<file path="config.mk">
export PLATFORM = sky130hd
export DESIGN_NAME = fifo_wr_arbiter
export DESIGN_NICKNAME = d
export VERILOG_FILES = /design/src/rtl/fifo_wr_arbiter.sv
export SDC_FILE = /design/constraint.sdc
export NUM_CORES = 1
export LEC_CHECK = 0
export CORE_AREA = 2 2 56 58
export DETAILED_ROUTE_END_ITERATION = 16
export DIE_AREA = 0 0 58 60
export GPL_ROUTABILITY_DRIVEN = 0
export PLACE_DENSITY = 0.82
export SLEW_MARGIN = 30
export SYNTH_ARGS = -nofsm -noshare
export SYNTH_HDL_FRONTEND = slang
export SYNTH_SLANG_ARGS = --single-unit
</file>
<file path="constraint.sdc">
create_clock -name w_clk -period 4.8 [get_ports w_clk]
set_input_delay 0.96 -clock w_clk [delete_from_list [all_inputs] [get_ports w_clk]]
set_output_delay 0.96 -clock w_clk [all_outputs]
set_load 0.02 [all_outputs]
</file>
<file path="src/rtl/fifo_wr_arbiter.sv">
// Round-robin write-port arbiter feeding async_fifo from NUM_REQ producers in the w_clk domain.
// Optional full-stall statistics counter is built when WR_ARB_STATS_EN is defined.
module fifo_wr_arbiter #(
    parameter int NUM_REQ    = 4,
    parameter int DATA_WIDTH = 8,
    parameter int BURST_LEN  = 4,
    localparam int GNT_W     = $clog2(NUM_REQ)
) (
    input  logic                          w_clk,
    input  logic                          w_rst_n,
    input  logic [NUM_REQ-1:0]            req,
    input  logic [NUM_REQ*DATA_WIDTH-1:0] req_data,
    output logic [NUM_REQ-1:0]            ack,
    input  logic                          full,
    output logic                          w_en,
    output logic [DATA_WIDTH-1:0]         w_data,
    output logic [GNT_W-1:0]              gnt_id,
    output logic                          busy,
    output logic [15:0]                   stall_cnt
);

    localparam int BW = $clog2(BURST_LEN + 1);

    typedef enum logic [0:0] {
        IDLE  = 1'b0,
        GRANT = 1'b1
    } state_t;

    state_t                  state_r;
    logic [GNT_W-1:0]        gnt_r;
    logic [BW-1:0]           beat_r;
    logic                    busy_r;

    logic                    holder_req_s;
    logic [NUM_REQ-1:0]      one_hot_s;
    logic [DATA_WIDTH-1:0]   holder_data_s;
    logic                    accept_s;
    logic                    last_beat_s;
    logic                    release_s;
    logic                    any_req_s;
    logic [GNT_W-1:0]        win_s;

    // Select the current holder's request, data and one-hot ack pattern.
    always_comb begin
        holder_req_s  = 1'b0;
        holder_data_s = {DATA_WIDTH{1'b0}};
        one_hot_s     = {NUM_REQ{1'b0}};
        for (int i = 0; i < NUM_REQ; i++) begin
            if (GNT_W'(i) == gnt_r) begin
                holder_req_s  = req[i];
                holder_data_s = req_data[i*DATA_WIDTH +: DATA_WIDTH];
                one_hot_s[i]  = 1'b1;
            end else begin
                one_hot_s[i]  = 1'b0;
            end
        end
    end

    // Rotating-priority search; the holder itself is examined last.
    always_comb begin
        logic             found_v;
        int               idx_v;
        logic [GNT_W-1:0] cand_v;
        found_v   = 1'b0;
        idx_v     = 0;
        cand_v    = {GNT_W{1'b0}};
        win_s     = gnt_r;
        any_req_s = |req;
        for (int i = 1; i <= NUM_REQ; i++) begin
            idx_v  = int'(gnt_r) + i;
            idx_v  = (idx_v >= NUM_REQ) ? (idx_v - NUM_REQ) : idx_v;
            cand_v = GNT_W'(idx_v);
            if (!found_v && req[cand_v]) begin
                win_s   = cand_v;
                found_v = 1'b1;
            end else begin
                win_s   = win_s;
            end
        end
    end

    // Write-port handshake is combinational so a rising full blocks the write in the same cycle.
    always_comb begin
        accept_s    = (state_r == GRANT) & holder_req_s & ~full & w_rst_n;
        last_beat_s = (beat_r == BW'(BURST_LEN - 1));
        release_s   = (accept_s & last_beat_s) | ~holder_req_s;
        w_en        = accept_s;
        ack         = accept_s ? one_hot_s : {NUM_REQ{1'b0}};
        if (state_r == GRANT) begin
            w_data = holder_data_s;
        end else begin
            w_data = {DATA_WIDTH{1'b0}};
        end
    end

    // Grant FSM with burst counting; full holds the grant without consuming a beat.
    always_ff @(posedge w_clk) begin
        if (!w_rst_n) begin
            state_r <= IDLE;
            gnt_r   <= GNT_W'(NUM_REQ - 1);
            beat_r  <= {BW{1'b0}};
            busy_r  <= 1'b0;
        end else begin
            case (state_r)
                IDLE: begin
                    if (any_req_s) begin
                        state_r <= GRANT;
                        gnt_r   <= win_s;
                        beat_r  <= {BW{1'b0}};
                        busy_r  <= 1'b1;
                    end else begin
                        busy_r  <= 1'b0;
                    end
                end
                GRANT: begin
                    if (release_s) begin
                        if (any_req_s) begin
                            gnt_r  <= win_s;
                            beat_r <= {BW{1'b0}};
                            busy_r <= 1'b1;
                        end else begin
                            state_r <= IDLE;
                            beat_r  <= {BW{1'b0}};
                            busy_r  <= 1'b0;
                        end
                    end else if (accept_s) begin
                        beat_r <= beat_r + BW'(1);
                    end else begin
                        beat_r <= beat_r;
                    end
                end
                default: begin
                    state_r <= IDLE;
                    beat_r  <= {BW{1'b0}};
                    busy_r  <= 1'b0;
                end
            endcase
        end
    end

    assign gnt_id = gnt_r;
    assign busy   = busy_r;

`ifdef WR_ARB_STATS_EN
    logic [15:0] stall_r;

    // Saturating count of cycles where the holder is blocked by full.
    always_ff @(posedge w_clk) begin
        if (!w_rst_n) begin
            stall_r <= 16'h0000;
        end else if ((state_r == GRANT) && holder_req_s && full && (stall_r != 16'hFFFF)) begin
            stall_r <= stall_r + 16'h0001;
        end else begin
            stall_r <= stall_r;
        end
    end

    assign stall_cnt = stall_r;
`else
    assign stall_cnt = 16'h0000;
`endif

endmodule

</file>
# Word level (Yosys, flattened, before mapping)
# Cells that the tools add are included.
totals:
  register_bits: 7
  latch_bits: 0
  ram_bits: 0
  romBits: 0
  in_bits: 39
  out_inout_bits: 32
  memories: 0
op_classes:
  addsub: 9
  mul: 0
  div: 0
  n_lt_le_gt_ge: 8
  n_eq_ne: 7
  n_shift: 0
  n_mux: 45
  n_bitwise: 8
  n_reduce_logical: 9
ops:
  columns: ["operator", "n"]
  rows:
  - ["$mux 8", 5]
  - ["$mux 2", 10]
  - ["$mux 1", 18]
  - ["$lt 2x3->1 const B", 4]
  - ["$ge 3x3->1 const B", 3]
  - ["$mux 3", 3]
  - ["$bmux 1 s2", 4]
  - ["$sub 2x1->2 const B", 4]
  - ["$add 2x2->3 const B", 2]
  - ["$pmux 3 s2", 1]
  - ["$add 2x3->4 const B", 1]
  - ["$and 1x1->1", 4]
  - ["$eq 2x2->1 const A", 2]
  - ["$ge 4x3->1 const B", 1]
  - ["$mux 4", 1]
  - ["$pmux 1 s2", 2]
  - ["$pmux 2 s2", 1]
  - ["$reduce_or 4->1", 1]
  - ["$add 2x1->3 const B", 1]
  - ["$add 3x1->3 const B", 1]
  - ["$eq 3x2->1 const B", 1]
  - ["$logic_and 1x1->1", 3]
  - ["$logic_not 1->1", 3]
  - ["$ne 3x2->1 const B", 1]
  - ["7 further kinds", 9]

# Logic depth before layout (Yosys ltp)
depth:
  depth_word: 18
  mapped_depth: 8
  depth_no_buf: 7

# Worst setup path after synthesis
# Ideal clock, no wire load.
synth_timing:
  path_type: "input port to output port"
  startpoint: "in req[3]"
  endpoint: "out ack[0]"
  t_arrival_ns: 2.474
  required_ns: 3.840
  path_slack_ns: 1.366
  stages: 5
  cell_sequence: "clkbuf_1 -> nand2b_1 -> o311ai_2 -> nor3b_1 -> and2_1"
synth_between:
  elab_chain_cells: 5
synth_lines:
  columns: ["element", "line", "text"]
  rows:
  - ["start, declared", "11", "input logic [NUM_REQ-1:0] req,"]
  - ["$mux 1", "49", "if (GNT_W'(i) == gnt_r) begin"]
  - ["$and 1x1->1 (3 in series)", "84", "accept_s = (state_r == GRANT) & holder_req_s & ~full & w_rst_n;"]
  - ["named net w_en", "15", "output logic w_en,"]
  - ["$mux 4", "88", "ack = accept_s ? one_hot_s : {NUM_REQ{1'b0}};"]
  - ["end, declared", "13", "output logic [NUM_REQ-1:0] ack,"]
# The timed path passes the listed nets, and every way through them passes these cells.

# Worst setup path in the final report
layout_timing:
  startpoint: "reg gnt_r[0] (netlist: gnt_id[0])"
  endpoint: "out ack[3]"
layout_between:
  elab_chain_cells: 9
  word_cells_on_any_way: 13
layout_lines:
  columns: ["element", "line", "text"]
  rows:
  - ["start, declared", "30", "logic [GNT_W-1:0] gnt_r;"]
  - ["start signal, assigned", "100", "gnt_r <= GNT_W'(NUM_REQ - 1);"]
  - ["start signal, assigned", "108", "gnt_r <= win_s;"]
  - ["start signal, assigned", "118", "gnt_r <= win_s;"]
  - ["$logic_not 2->1", "49", null]
  - ["$mux 1 (4 in series)", "49", null]
  - ["$and 1x1->1 (3 in series)", "84", null]
  - ["$mux 4 *", "88", null]
# Mark *: on every way between the ends. The rest lies on a longest branch, timed or not.

==> flow_summary.rst <==
.. list-table::
   :header-rows: 1

   * - Metric
     - Value
   * - Result of the run
     - complete, no violations
   * - Clock slew seen by the registers of the worst setup and hold paths
     - roughly 0.06 ns
   * - Hold endpoint
     - beat_r[2]$_SDFFE_PN0P_
   * - Clock Latency Late Sink
     - 0.26 ns
   * - Die Height
     - approximately 60 um
   * - VDD IR-drop max
     - 0.276 mV
   * - Share of the yosys chip area belonging to registers
     - a little over an eighth
   * - DIE WIDTH
     - 58 um
   * - Family with the most delay on the worst path
     - buffers and inverters
   * - Critical path fanouts, max
     - 13
   * - Critical-path cell list
     - inv_1 > ha_1 > inv_1 > o311ai_2 > nor3b_1 > and2_1 > clkdlybuf4s50_1
   * - Placed cell count
     - 212
   * - Asr flop ratio synth
     - 0%
   * - Warnings, synthesis
     - 0
   * - IO Pins
     - a little over 70
   * - Routed via count divided by cell count
     - 5.19
   * - Clock period minus final worst setup slack
     - roughly 4.2 ns
   * - Final setup fails
     - 0
   * - Part of the cycle the worst path needs
     - 87.3%
   * - Number of buffers inserted to repair setup after CTS
     - 0
   * - Actual slew at the worst max-slew pin
     - ~0.76 ns
   * - Antenna diode count
     - 0
   * - Final standard cell count with taps included and fillers excluded
     - ~220
   * - Number of antenna violations at the first check in global routing
     - 0
   * - Buffer depth of the longest clock path
     - 2
   * - Count of buffering cells on the critical path with inverters included
     - 3
   * - Mapped Area
     - roughly 1000 sq um
   * - Length in cells of the worst reg-to-reg path
     - 7
   * - Post-synthesis average cell area
     - 7.64 sq um
   * - Crit Reg-Reg Startpoint
     - gnt_id[0]$_SDFFE_PN1P_
   * - Post-detailed-route wirelength per cell
     - 13.4 um
   * - Critical path type
     - reg2out
   * - Via count of the first global-routing pass
     - approximately 930
   * - Required time of the worst setup path
     - approximately 3.8 ns
   * - Main synth FF type
     - sky130_fd_sc_hd__dfxtp_1
   * - Reg-to-reg setup timing slack
     - about 2.3 ns
   * - Row Count
     - 20
   * - Global-route wire length before repair
     - between 4 and 5 mm
   * - Count of hold buffers inserted by post-cts repair
     - 0
   * - Tightest Hold Check Type
     - reg2reg
   * - Hold Path Cell Cnt
     - 2
   * - Antenna Violating Nets Remaining
     - 0
   * - Placement-stage worst setup slack
     - about 0.67 ns
   * - Detailed Route Iter0 Violations
     - 46
   * - Post-route clock skew
     - roughly 0.0025 ns
   * - Number of buffers created by CTS
     - 3
   * - Worst-case headroom to the max-slew limit
     - around half
   * - Syn Inst Count
     - 136
   * - Post-Route WL
     - about 2.9 mm
   * - Hold_sp
     - beat_r[2]$_SDFFE_PN0P_
   * - Layout Utilization
     - 53.1%
   * - Detail Placement HPWL
     - 2.08 mm
   * - Most common cell type on the critical path
     - sky130_fd_sc_hd__inv_1
   * - Final max-slew violation count
     - 0
   * - Capture instance of the worst register-to-register path
     - gnt_id[0]$_SDFFE_PN1P_
   * - # Max-Cap Violations
     - 0
   * - Crit. End Element
     - output pin
   * - Number of nets in the layout
     - about 230
   * - Area Overhead vs Synth
     - 48.6%
   * - Remaining DRCs
     - 0
   * - H-tree depth
     - 1
   * - Fraction of layout cells with a size suffix above 1
     - 5.46%
   * - Pwr Density
     - between 400 and 500 nW/um^2
   * - Endpoint arrival time on the critical path
     - 3.23 ns
   * - Number of sinks driven by the clock tree
     - 7
   * - Hold Violations, Final
     - 0
   * - Total global routing track utilization
     - 16.1%
   * - RSZ-0062 raised after global routing
     - no
   * - Static leakage power
     - 0.000603 uW
   * - Pin count of the biggest net entering global routing
     - 21
   * - Core box area
     - about 2900 sq um
   * - FMAX
     - around 240 MHz
   * - Setup slack of the critical path after layout
     - a little over 0.6 ns
   * - Number of enable-type register cells in the synthesized netlist
     - 0
   * - # port buffers
     - between 50 and 60
   * - Detailed-routing iteration count for the pre-antenna-repair pass
     - 4
   * - Number of distinct library cells after synthesis
     - 37
   * - Startpoint type of the worst setup path
     - register
   * - Die area
     - ~3500 sq um
   * - Via count
     - 1120
   * - Setup Total Neg Slack
     - 0 ns
   * - Root Driver
     - sky130_fd_sc_hd__clkbuf_4
   * - Cell with the largest stage delay on the worst path
     - sky130_fd_sc_hd__dfxtp_1
   * - FF+latch count, synth
     - 7
   * - Effective utilization at floorplan
     - 35.8%
   * - Peak per-stage delay on the critical path
     - between 0.6 and 0.7 ns
   * - Post-cts gate resize count
     - 0
   * - Clock tree from TritonCTS
     - yes
   * - Final global-route overflow total
     - 0
   * - Sum of internal, switching and leakage power
     - about 690 uW
[state kept, by name (all words and copies together), names as in the netlist]
name     count
beat_r       3
gnt_id       2
busy         1
state_r      1
[cells in the final DEF (no fill, tap or decap)]
cell type / instances
sky130_fd_sc_hd__o211ai_1: 1
sky130_fd_sc_hd__o31ai_2: 1
sky130_fd_sc_hd__dfxtp_1: 7
sky130_fd_sc_hd__o311ai_2: 1
sky130_fd_sc_hd__clkbuf_4: 3
sky130_fd_sc_hd__a2111oi_4: 1
sky130_fd_sc_hd__and2_1: 7
sky130_fd_sc_hd__o31a_1: 1
sky130_fd_sc_hd__a32oi_1: 1
sky130_fd_sc_hd__nand3_1: 4
sky130_fd_sc_hd__a21oi_1: 11
sky130_fd_sc_hd__clkbuf_1: 1
sky130_fd_sc_hd__o31ai_1: 3
sky130_fd_sc_hd__nor2b_1: 8
sky130_fd_sc_hd__o2111ai_1: 4
sky130_fd_sc_hd__and3b_1: 1
sky130_fd_sc_hd__a221oi_1: 6
sky130_fd_sc_hd__or4_1: 1
sky130_fd_sc_hd__ha_1: 6
sky130_fd_sc_hd__inv_1: 5
sky130_fd_sc_hd__nand2b_1: 2
sky130_fd_sc_hd__o211a_1: 2
sky130_fd_sc_hd__nor3b_1: 1
sky130_fd_sc_hd__nand3b_1: 2
sky130_fd_sc_hd__nand2_1: 6
sky130_fd_sc_hd__nor3_1: 7
sky130_fd_sc_hd__or2_2: 1
sky130_fd_sc_hd__mux2i_1: 2
sky130_fd_sc_hd__a21o_1: 1
sky130_fd_sc_hd__clkdlybuf4s50_1: 54
sky130_fd_sc_hd__a211o_4: 1
sky130_fd_sc_hd__o21a_1: 1
sky130_fd_sc_hd__o21ai_0: 2
sky130_fd_sc_hd__conb_1: 16
sky130_fd_sc_hd__nor2_1: 10
sky130_fd_sc_hd__mux4_2: 2
[cells in the mapped netlist (2+ instances only)]
library cell,instances,area share (%)
sky130_fd_sc_hd__buf_4,16,12
sky130_fd_sc_hd__nand3b_1,2,1.4
sky130_fd_sc_hd__nor2b_1,8,4.8
sky130_fd_sc_hd__o31ai_1,3,2.2
sky130_fd_sc_hd__o21ai_0,2,0.96
sky130_fd_sc_hd__and2_1,7,4.2
sky130_fd_sc_hd__o211a_1,2,1.9
sky130_fd_sc_hd__a221oi_1,6,5.1
sky130_fd_sc_hd__inv_1,5,1.8
sky130_fd_sc_hd__dfxtp_1,7,13
sky130_fd_sc_hd__clkbuf_1,7,2.5
sky130_fd_sc_hd__nand2_1,6,2.2
sky130_fd_sc_hd__a21oi_1,11,5.3
sky130_fd_sc_hd__mux4_2,2,4.3
sky130_fd_sc_hd__nand2b_1,2,1.2
sky130_fd_sc_hd__buf_2,2,0.96
sky130_fd_sc_hd__ha_1,6,7.2
sky130_fd_sc_hd__o2111ai_1,4,3.4
sky130_fd_sc_hd__nor3_1,7,3.4
sky130_fd_sc_hd__mux2i_1,2,1.9
sky130_fd_sc_hd__nand3_1,4,1.9
sky130_fd_sc_hd__nor2_1,10,3.6
[metrics by stage]
step	hold slack (ns)	instance area [sq um]
after floorplan	0.446	1090
after global placement	0.454	1520
after detailed placement	0.456	1520
after CTS	0.468	1540
after global routing	0.486	1540
final	0.466	1540
[worst max path at each step]
| stage | from | to | depth (start not counted) |
|---|---|---|---|
| 2_1_floorplan | req[3] | ack[0] | 5 |
| 3_3_place_gp | req[0] | ack[3] | 6 |
| 3_5_place_dp | req[0] | ack[3] | 6 |
| 4_1_cts | gnt_id[0]$_SDFFE_PN1P_ | ack[3] | 7 |
| 5_1_grt | gnt_id[0]$_SDFFE_PN1P_ | ack[3] | 7 |
| 6_report | gnt_id[0]$_SDFFE_PN1P_ | ack[3] | 7 |
[area by class of cell]
| class | count | area [sq um] |
|---|---|---|
| Inverter | 5 | 18.8 |
| Timing Repair Buffer | 54 | 541 |
| Fill cell | 297 | 1360 |
| Tap cell | 33 | 41.3 |
| Multi-Input combinational cell | 113 | 776 |
| Clock buffer | 4 | 26.3 |
| Sequential cell | 7 | 140 |
[worst reg2reg max path, stage by stage (launching register included)]
cell and delay [ns]:
sky130_fd_sc_hd__dfxtp_1 0.46, sky130_fd_sc_hd__inv_1 0.21, sky130_fd_sc_hd__ha_1 0.53, sky130_fd_sc_hd__inv_1 0.28, sky130_fd_sc_hd__o311ai_2 0.47, sky130_fd_sc_hd__a211o_4 0.21
sky130_fd_sc_hd__o211ai_1 0.10, sky130_fd_sc_hd__a32oi_1 0.21
[cell families after synthesis]
family                   count (synthesis)  synth area share [%]
AO/OA/AOI/OAI                           37                  29.8
adder cells (fa/ha/maj)                  6                  7.23
flip-flops                               7                  13.5
multiplexers                             4                  6.26
other                                    1                 0.361
buffers and inverters                   31                  17.2
AND/OR/NAND/NOR                         50                  25.7
[report_power, final]
| group | internal, uW | leakage [uW] | switching, uW |
|---|---|---|---|
| Sequential | 75.3 | 0.0000580 | 33.1 |
| Combinational | 245 | 0.000530 | 282 |
| Clock | 32.0 | 0.0000150 | 25.8 |
[layer usage]
layer,share of wire (%),track usage [%],wire (um),up-vias
li1,-,-,-,560
met1,42,20.3,1220,498
met2,46,27.1,1340,57
met3,10,2.81,293,5
met4,1.3,6.98,38,0
met5,0,0,0,-
Power figures use the tool's default switching activity.
